**config.mk**
```make
export PLATFORM = sky130hd
export DESIGN_NAME = uart_rx_fifo_apb
export DESIGN_NICKNAME = d
export VERILOG_FILES = /design/src/rtl/uart_rx_pkg.sv /design/src/rtl/uart_rx_fifo.sv /design/src/rtl/uart_rx_fifo_apb.sv
export SDC_FILE = /design/constraint.sdc
export NUM_CORES = 1
export LEC_CHECK = 0
export CORE_MARGIN = 1.5
export CORE_UTILIZATION = 55
export CTS_CLUSTER_SIZE = 40
export DETAILED_ROUTE_END_ITERATION = 7
export PLACE_DENSITY = 0.86
export SETUP_SLACK_MARGIN = 0.5
export SYNTH_ARGS = -nofsm -noshare
export SYNTH_HDL_FRONTEND = slang
export SYNTH_SLANG_ARGS = --single-unit
```
**constraint.sdc**
```tcl
create_clock -name PCLK -period 6.1 [get_ports PCLK]
set_clock_uncertainty 0.1 [all_clocks]
set_input_delay 0.915 -clock PCLK [delete_from_list [all_inputs] [get_ports PCLK]]
set_output_delay 0.915 -clock PCLK [all_outputs]
set_load 0.1 [all_outputs]
```
**src/rtl/uart_rx_pkg.sv**
```systemverilog
// Shared definitions for the APB UART receiver: register map, STATUS/CTRL bit
// positions and receiver FSM states.
package uart_rx_pkg;

    localparam logic [4:0] ADDR_DATA   = 5'h00;
    localparam logic [4:0] ADDR_STATUS = 5'h04;
    localparam logic [4:0] ADDR_CTRL   = 5'h08;
    localparam logic [4:0] ADDR_BAUD   = 5'h0C;
    localparam logic [4:0] ADDR_THRESH = 5'h10;

    localparam int ST_RXRDY   = 0;
    localparam int ST_FULL    = 1;
    localparam int ST_PERR    = 2;
    localparam int ST_FERR    = 3;
    localparam int ST_OVF     = 4;
    localparam int ST_BRK     = 5;
    localparam int ST_LVL_LSB = 8;

    localparam int CT_EN    = 0;
    localparam int CT_PEN   = 1;
    localparam int CT_ODD   = 2;
    localparam int CT_IE    = 3;
    localparam int CT_FLUSH = 4;

    typedef enum logic [2:0] {
        S_IDLE,
        S_START,
        S_DATA,
        S_PARITY,
        S_STOP
    } rx_state_t;

endpackage

```
**src/rtl/uart_rx_fifo.sv**
```systemverilog
// Receive FIFO: power-of-two ring buffer with level count, same-cycle push/pop
// and a one-cycle flush. level_nxt exposes the post-edge level for registered flags.
module uart_rx_fifo #(
    parameter int DATA_WIDTH = 8,
    parameter int FIFO_DEPTH = 16
) (
    input  logic                          clk,
    input  logic                          rst_n,
    input  logic                          push,
    input  logic                          pop,
    input  logic                          flush,
    input  logic [DATA_WIDTH-1:0]         wdata,
    output logic [DATA_WIDTH-1:0]         rdata,
    output logic                          full,
    output logic                          empty,
    output logic [$clog2(FIFO_DEPTH):0]   level,
    output logic [$clog2(FIFO_DEPTH):0]   level_nxt
);
    localparam int AW = $clog2(FIFO_DEPTH);
    localparam int LW = AW + 1;

    logic [DATA_WIDTH-1:0] mem [FIFO_DEPTH];
    logic [AW-1:0]         wr_ptr, rd_ptr;
    logic                  do_push, do_pop;

    assign full    = (level == LW'(FIFO_DEPTH));
    assign empty   = (level == '0);
    assign do_pop  = pop & ~empty;
    // A full FIFO still accepts a push when the head leaves in the same cycle
    assign do_push = push & (~full | do_pop);
    assign rdata   = mem[rd_ptr];
    assign level_nxt = flush ? '0 : level + LW'(do_push) - LW'(do_pop);

    always_ff @(posedge clk)
        if (do_push && !flush) mem[wr_ptr] <= wdata;

    always_ff @(posedge clk or negedge rst_n) begin
        if (!rst_n) begin
            wr_ptr <= '0;
            rd_ptr <= '0;
            level  <= '0;
        end else begin
            level <= level_nxt;
            if (flush) begin
                wr_ptr <= '0;
                rd_ptr <= '0;
            end else begin
                if (do_push) wr_ptr <= wr_ptr + AW'(1);
                if (do_pop)  rd_ptr <= rd_ptr + AW'(1);
            end
        end
    end

endmodule

```
**src/rtl/uart_rx_fifo_apb.sv**
```systemverilog
// UART receiver with 16x oversampling, parity/framing/break detection, RX FIFO
// and an APB register interface with a threshold/error level interrupt.
module uart_rx_fifo_apb
    import uart_rx_pkg::*;
#(
    parameter int DATA_WIDTH = 8,
    parameter int FIFO_DEPTH = 16,
    parameter int BAUD_WIDTH = 13
) (
    input  logic        PCLK,
    input  logic        PRESETN,
    input  logic        PSEL,
    input  logic        PENABLE,
    input  logic        PWRITE,
    input  logic [4:0]  PADDR,
    input  logic [15:0] PWDATA,
    output logic [15:0] PRDATA,
    output logic        PREADY,
    output logic        PSLVERR,
    input  logic        RX,
    output logic        RXRDY,
    output logic        OVERFLOW,
    output logic        IRQ
);
    localparam int LW = $clog2(FIFO_DEPTH) + 1;

    logic                  rx_s1, rx_sync;
    logic                  en, pen, odd, ie;
    logic [BAUD_WIDTH-1:0] baud_div, baud_cnt;
    logic [LW-1:0]         thresh, level, level_nxt;
    logic                  perr, ferr, ovf, brk;
    logic                  perr_nxt, ferr_nxt, ovf_nxt, brk_nxt;
    logic                  acc, wr, rd, sel_data, sel_status, sel_ctrl, sel_baud, sel_thresh, unmapped;
    logic                  push, pop, flush, full, empty;
    logic [DATA_WIDTH-1:0] head, shreg;
    logic [3:0]            clr;
    logic                  tick, smp, brk_cond, stop_smp, perr_set;
    rx_state_t             state, state_nxt;
    logic [3:0]            tick_cnt, bit_cnt;
    logic                  par_bit;
    logic                  unused_pwdata;

    assign unused_pwdata = ^PWDATA;

    always_ff @(posedge PCLK or negedge PRESETN)
        if (!PRESETN) begin
            rx_s1   <= 1'b1;
            rx_sync <= 1'b1;
        end else begin
            rx_s1   <= RX;
            rx_sync <= rx_s1;
        end

    // APB decode
    assign acc        = PSEL & PENABLE;
    assign wr         = acc & PWRITE;
    assign rd         = acc & ~PWRITE;
    assign sel_data   = (PADDR == ADDR_DATA);
    assign sel_status = (PADDR == ADDR_STATUS);
    assign sel_ctrl   = (PADDR == ADDR_CTRL);
    assign sel_baud   = (PADDR == ADDR_BAUD);
    assign sel_thresh = (PADDR == ADDR_THRESH);
    assign unmapped   = ~(sel_data | sel_status | sel_ctrl | sel_baud | sel_thresh);
    assign PREADY     = 1'b1;
    assign PSLVERR    = acc & (unmapped | (~PWRITE & sel_data & empty));
    assign pop        = rd & sel_data & ~empty;
    assign flush      = wr & sel_ctrl & PWDATA[CT_FLUSH];
    assign clr        = (wr & sel_status) ? PWDATA[ST_BRK:ST_PERR] : 4'b0;

    always_comb begin
        PRDATA = '0;
        if (PSEL && !PWRITE) begin
            if (sel_data && !empty) PRDATA = 16'(head);
            if (sel_status) begin
                PRDATA[ST_RXRDY]             = ~empty;
                PRDATA[ST_FULL]              = full;
                PRDATA[ST_PERR]              = perr;
                PRDATA[ST_FERR]              = ferr;
                PRDATA[ST_OVF]               = ovf;
                PRDATA[ST_BRK]               = brk;
                PRDATA[ST_LVL_LSB +: 7]      = 7'(level);
            end
            if (sel_ctrl) PRDATA[CT_IE:CT_EN] = {ie, odd, pen, en};
            if (sel_baud)   PRDATA = 16'(baud_div);
            if (sel_thresh) PRDATA = 16'(thresh);
        end
    end

    always_ff @(posedge PCLK or negedge PRESETN)
        if (!PRESETN) begin
            {ie, odd, pen, en} <= 4'b0;
            baud_div           <= '0;
            thresh             <= LW'(1);
        end else if (wr) begin
            if (sel_ctrl)   {ie, odd, pen, en} <= PWDATA[CT_IE:CT_EN];
            if (sel_baud)   baud_div <= PWDATA[BAUD_WIDTH-1:0];
            if (sel_thresh) thresh   <= PWDATA[LW-1:0];
        end

    // Baud generator: one 16x tick every baud_div+1 cycles, parked while disabled
    assign tick = en & (baud_cnt >= baud_div);
    always_ff @(posedge PCLK or negedge PRESETN)
        if (!PRESETN)  baud_cnt <= '0;
        else if (!en || tick) baud_cnt <= '0;
        else           baud_cnt <= baud_cnt + BAUD_WIDTH'(1);

    always_ff @(posedge PCLK or negedge PRESETN)
        if (!PRESETN) state <= S_IDLE;
        else          state <= state_nxt;

    // Start bit is checked mid-bit (8 ticks); every later sample is one bit (16 ticks) on
    always_comb begin
        state_nxt = state;
        smp = tick && (state != S_IDLE) && (tick_cnt == ((state == S_START) ? 4'd7 : 4'd15));
        case (state)
            S_IDLE:   if (!rx_sync) state_nxt = S_START;
            S_START:  if (smp) state_nxt = rx_sync ? S_IDLE : S_DATA;
            S_DATA:   if (smp && bit_cnt == 4'(DATA_WIDTH - 1)) state_nxt = pen ? S_PARITY : S_STOP;
            S_PARITY: if (smp) state_nxt = S_STOP;
            S_STOP:   if (smp) state_nxt = S_IDLE;
            default:  state_nxt = S_IDLE;
        endcase
        if (!en) state_nxt = S_IDLE;
    end

    always_ff @(posedge PCLK or negedge PRESETN)
        if (!PRESETN) begin
            tick_cnt <= '0;
            bit_cnt  <= '0;
            shreg    <= '0;
            par_bit  <= 1'b0;
        end else begin
            if (state_nxt != state) tick_cnt <= '0;
            else if (tick)          tick_cnt <= tick_cnt + 4'd1;
            if (state == S_IDLE) begin
                bit_cnt <= '0;
                par_bit <= 1'b0;
            end
            if (smp && state == S_DATA) begin
                shreg   <= {rx_sync, shreg[DATA_WIDTH-1:1]};
                bit_cnt <= bit_cnt + 4'd1;
            end
            if (smp && state == S_PARITY) par_bit <= rx_sync;
        end

    assign stop_smp = smp & (state == S_STOP);
    assign brk_cond = (shreg == '0) & ~par_bit;
    assign perr_set = smp & (state == S_PARITY) & (rx_sync != (^shreg ^ odd));
    assign push     = stop_smp & (rx_sync | ~brk_cond);

    // Set wins over a same-cycle software clear
    assign perr_nxt = perr_set | (perr & ~clr[0]);
    assign ferr_nxt = (stop_smp & ~rx_sync & ~brk_cond) | (ferr & ~clr[1]);
    assign ovf_nxt  = (push & full & ~pop & ~flush) | (ovf & ~clr[2]);
    assign brk_nxt  = (stop_smp & ~rx_sync & brk_cond) | (brk & ~clr[3]);

    always_ff @(posedge PCLK or negedge PRESETN)
        if (!PRESETN) begin
            {perr, ferr, ovf, brk} <= 4'b0;
            IRQ                    <= 1'b0;
        end else begin
            {perr, ferr, ovf, brk} <= {perr_nxt, ferr_nxt, ovf_nxt, brk_nxt};
            IRQ <= ie & (((level_nxt >= thresh) & (level_nxt != '0)) |
                         perr_nxt | ferr_nxt | ovf_nxt | brk_nxt);
        end

    assign RXRDY    = ~empty;
    assign OVERFLOW = ovf;

    uart_rx_fifo #(
        .DATA_WIDTH (DATA_WIDTH),
        .FIFO_DEPTH (FIFO_DEPTH)
    ) u_fifo (
        .clk       (PCLK),
        .rst_n     (PRESETN),
        .push      (push),
        .pop       (pop),
        .flush     (flush),
        .wdata     (shreg),
        .rdata     (head),
        .full      (full),
        .empty     (empty),
        .level     (level),
        .level_nxt (level_nxt)
    );

endmodule
```
==> flow_metrics.env <==
export IMPL_wl_mm=22.1
export IMPL_cp_data_required_time_ps=5080
export IMPL_crit_start="u_fifo.rd_ptr[0]$_DFFE_PN0P_"
export IMPL_cpMostUsedCell="mux4_2"
export IMPL_cts_resized=0
export IMPL_place_inst=941
export IMPL_io_pin_count=48
export IMPL_critPathMaxFanout=21
export IMPL_die_w_um=135
export IMPL_worstReg2RegEnd="IRQ$_DFF_PN0_"
export IMPL_drt_iter0_markers=595
export IMPL_p_leak_nw=4.22
export IMPL_final_cell_mix="edfxtp_1, dfrtp_1, nor2_1, nand2_1, inv_1"
export IMPL_yosysUniqueCellTypes=77
export IMPL_path_cells="buf_4, mux4_2, mux4_2, nand2_1, a21oi_1, clkdlybuf4s50_1"
export IMPL_vias=6128
export IMPL_drt_pass1_iterations=5
export IMPL_fin_ws_ps=1090
export IMPL_fmax_ghz=0.200
export IMPL_tns_ps=0
export IMPL_root_buffer="clkbuf_16"
export IMPL_track_usage=0.250
export IMPL_numPortBuffers=40
export IMPL_netlist_area_leader_share=0.398
export IMPL_yosys_area_top_type="edfxtp_1"
export IMPL_ys_seq_elements=203
export IMPL_antenna_found_initial=0
export IMPL_placed_area_um2=10200
export IMPL_worstHoldStart="rx_s1$_DFF_PN1_"
export IMPL_rrSetupSlack_ps=1310
export IMPL_synth_area_um2=9650
export IMPL_cts_setup_buffers=0
export IMPL_cap_violations=0
export IMPL_overflow=0
export IMPL_syn_inst=702
export IMPL_synth_edff_count=128
export IMPL_cts_sinks=203
export IMPL_drive_above_1_share=0.166
export IMPL_avgSynthCellArea_um2=13.8
export IMPL_dp_hpwl_mm=14.8
export IMPL_max_vdd_ir_drop_mv=0.230
export IMPL_grt_max_degree=76
export IMPL_clk_insertion_delay_late_ps=500
export IMPL_row_count=48
export IMPL_clock_path_buffers=3
export IMPL_via_per_inst=6.26
export IMPL_yosysSeqAreaShare=0.593
export IMPL_drcViolationCount=0
export IMPL_cellPowerDensity_nw_per_um2=287
export IMPL_wire_per_inst_um=22.6
export IMPL_final_cells=979
export IMPL_synth_async_sr_flop_share=0.369
export IMPL_hold_ws_ps=257
export IMPL_cts_tree="yes"
export IMPL_ctsHtreeMaxLevel=1
export IMPL_numCtsBuffers=21
export IMPL_die_area_um2=18400
export IMPL_max_slew_margin=0.206
export IMPL_first_global_vias=6149
export IMPL_endpoint="PRDATA[2]"
export IMPL_arrival_ps=3990
export IMPL_final_hold_viol_count=0
export IMPL_grt_pass1_wl_mm=34.6
export IMPL_yosys_top_cells_area="edfxtp_1, dfrtp_1, mux4_2"
export IMPL_holdBufCountCts=0
export IMPL_hold_path_class="register to register"
export IMPL_worstSetupPathType="register to primary output"
export IMPL_timing_final_crit_share=0.821
export IMPL_fin_area_um2=10800
export IMPL_r2r_cells=18
export IMPL_final_common_cell="edfxtp_1"
export IMPL_tightest_slew_ps=1180
export IMPL_finalCriticalPeriod_ps=5010
export IMPL_rsz0062_at_grt="false"
export IMPL_cp_slowest_cell="clkdlybuf4s50_1"
export IMPL_pre_cts_ws_ps=737
export IMPL_final_nets=802
export IMPL_fillCellCount=1216
export IMPL_clkTransAtPathRegs_ps=60
export IMPL_synthFlopType="edfxtp_1"
export IMPL_die_y_um=135
export IMPL_initial_core_util=0.560
export IMPL_critPathMaxStageDelay_ps=980
export IMPL_yosysWarnings=0
export IMPL_setup_violations=0
export IMPL_cp_start_kind="register"
export IMPL_core_region_area_um2=17200
export IMPL_gp_congestion=0.908
export IMPL_status="completed"
export IMPL_ant_nets=0
export IMPL_n_antenna_cell=0
export IMPL_area_growth_pct=12.0
export IMPL_worstReg2RegStart="shreg[4]$_DFFE_PN0P_"
export IMPL_slew_violations=0
export IMPL_end_kind="primary output"
[routing by layer]
layer / GRT usage / share of wire / up-vias
met5: 0 / 0 / -
met3: 0.0307 / 0.071 / 55
met1: 0.341 / 0.40 / 3083
met2: 0.421 / 0.50 / 306
met4: 0.0824 / 0.029 / 0
li1: - / - / 2684
[worst min-delay path by stage]
stage | cells after the start | slack [ps] | end
after floorplan | 0 | 250 | rx_sync$_DFF_PN1_
after global placement | 0 | 250 | rx_sync$_DFF_PN1_
after detailed placement | 0 | 250 | rx_sync$_DFF_PN1_
after CTS | 0 | 260 | rx_sync$_DFF_PN1_
after global routing | 0 | 260 | rx_sync$_DFF_PN1_
final | 0 | 260 | rx_sync$_DFF_PN1_
[kinds of logic after synthesis]
| kind of cell | after synthesis | synth area share |
|---|---|---|
| flip-flops | 203 | 0.593 |
| AND/OR/NAND/NOR | 192 | 0.104 |
| AO/OA/AOI/OAI | 105 | 0.0754 |
| buffers and inverters | 72 | 0.0332 |
| multiplexers | 66 | 0.123 |
| adder cells (fa/ha/maj) | 36 | 0.0474 |
| XOR/XNOR | 26 | 0.0236 |
| other | 2 | 0.000778 |
[flip-flops by register name, summed over array words and instances, names as in the netlist, 3 cells and up]
name and count:
baud_cnt 13, baud_div 13, bit_cnt 4, shreg 8, state 3, thresh 5
tick_cnt 4, u_fifo.level 5, u_fifo.mem 128, u_fifo.rd_ptr 4, u_fifo.wr_ptr 4
[cell type report]
class	count	area [µm²]	area share
multi-input combinational	429	3620	0.334
clock inverter	9	52.6	0.00486
tap	225	282	0.0260
timing repair buffer	43	418	0.0386
inverter	41	154	0.0142
sequential	203	5730	0.529
clock buffer	29	566	0.0523
[power by group]
group	internal, W	switching, W
registers	0.00149	0.0000532
logic	0.000169	0.000233
clock network	0.000651	0.000510
total	0.00231	0.000797
[synthesized netlist by cell type, types with 4 or more instances]
master	instances
buf_2	9
nand3_1	16
edfxtp_1	128
mux4_2	40
a21o_1	6
and3_1	8
xnor2_1	13
xor2_1	13
a31o_2	4
nand4_1	7
dfrtp_1	72
and2_1	4
ha_1	35
o21ai_0	29
mux2i_1	4
mux2_2	22
buf_4	4
nor2_1	62
nor2b_1	6
nand2_1	49
clkbuf_1	13
a21oi_1	27
inv_1	41
a22oi_1	7
nor3_1	5
[critical path, delay by kind of cell, from the launching register on]
family,cells,cell delay [ps]
AO/OA/AOI/OAI,1,80
buffers and inverters,2,1370
flip-flops,1,830
multiplexers,2,1120
AND/OR/NAND/NOR,1,100
[metrics by stage]
step	total power, W	utilization
after floorplan	0.00185	-
final	0.00310	0.627
after global placement	0.00194	0.592
after CTS	0.00310	0.627
after detailed placement	0.00196	0.592
after global routing	0.00321	0.627
(Power assumes the default switching activity.)
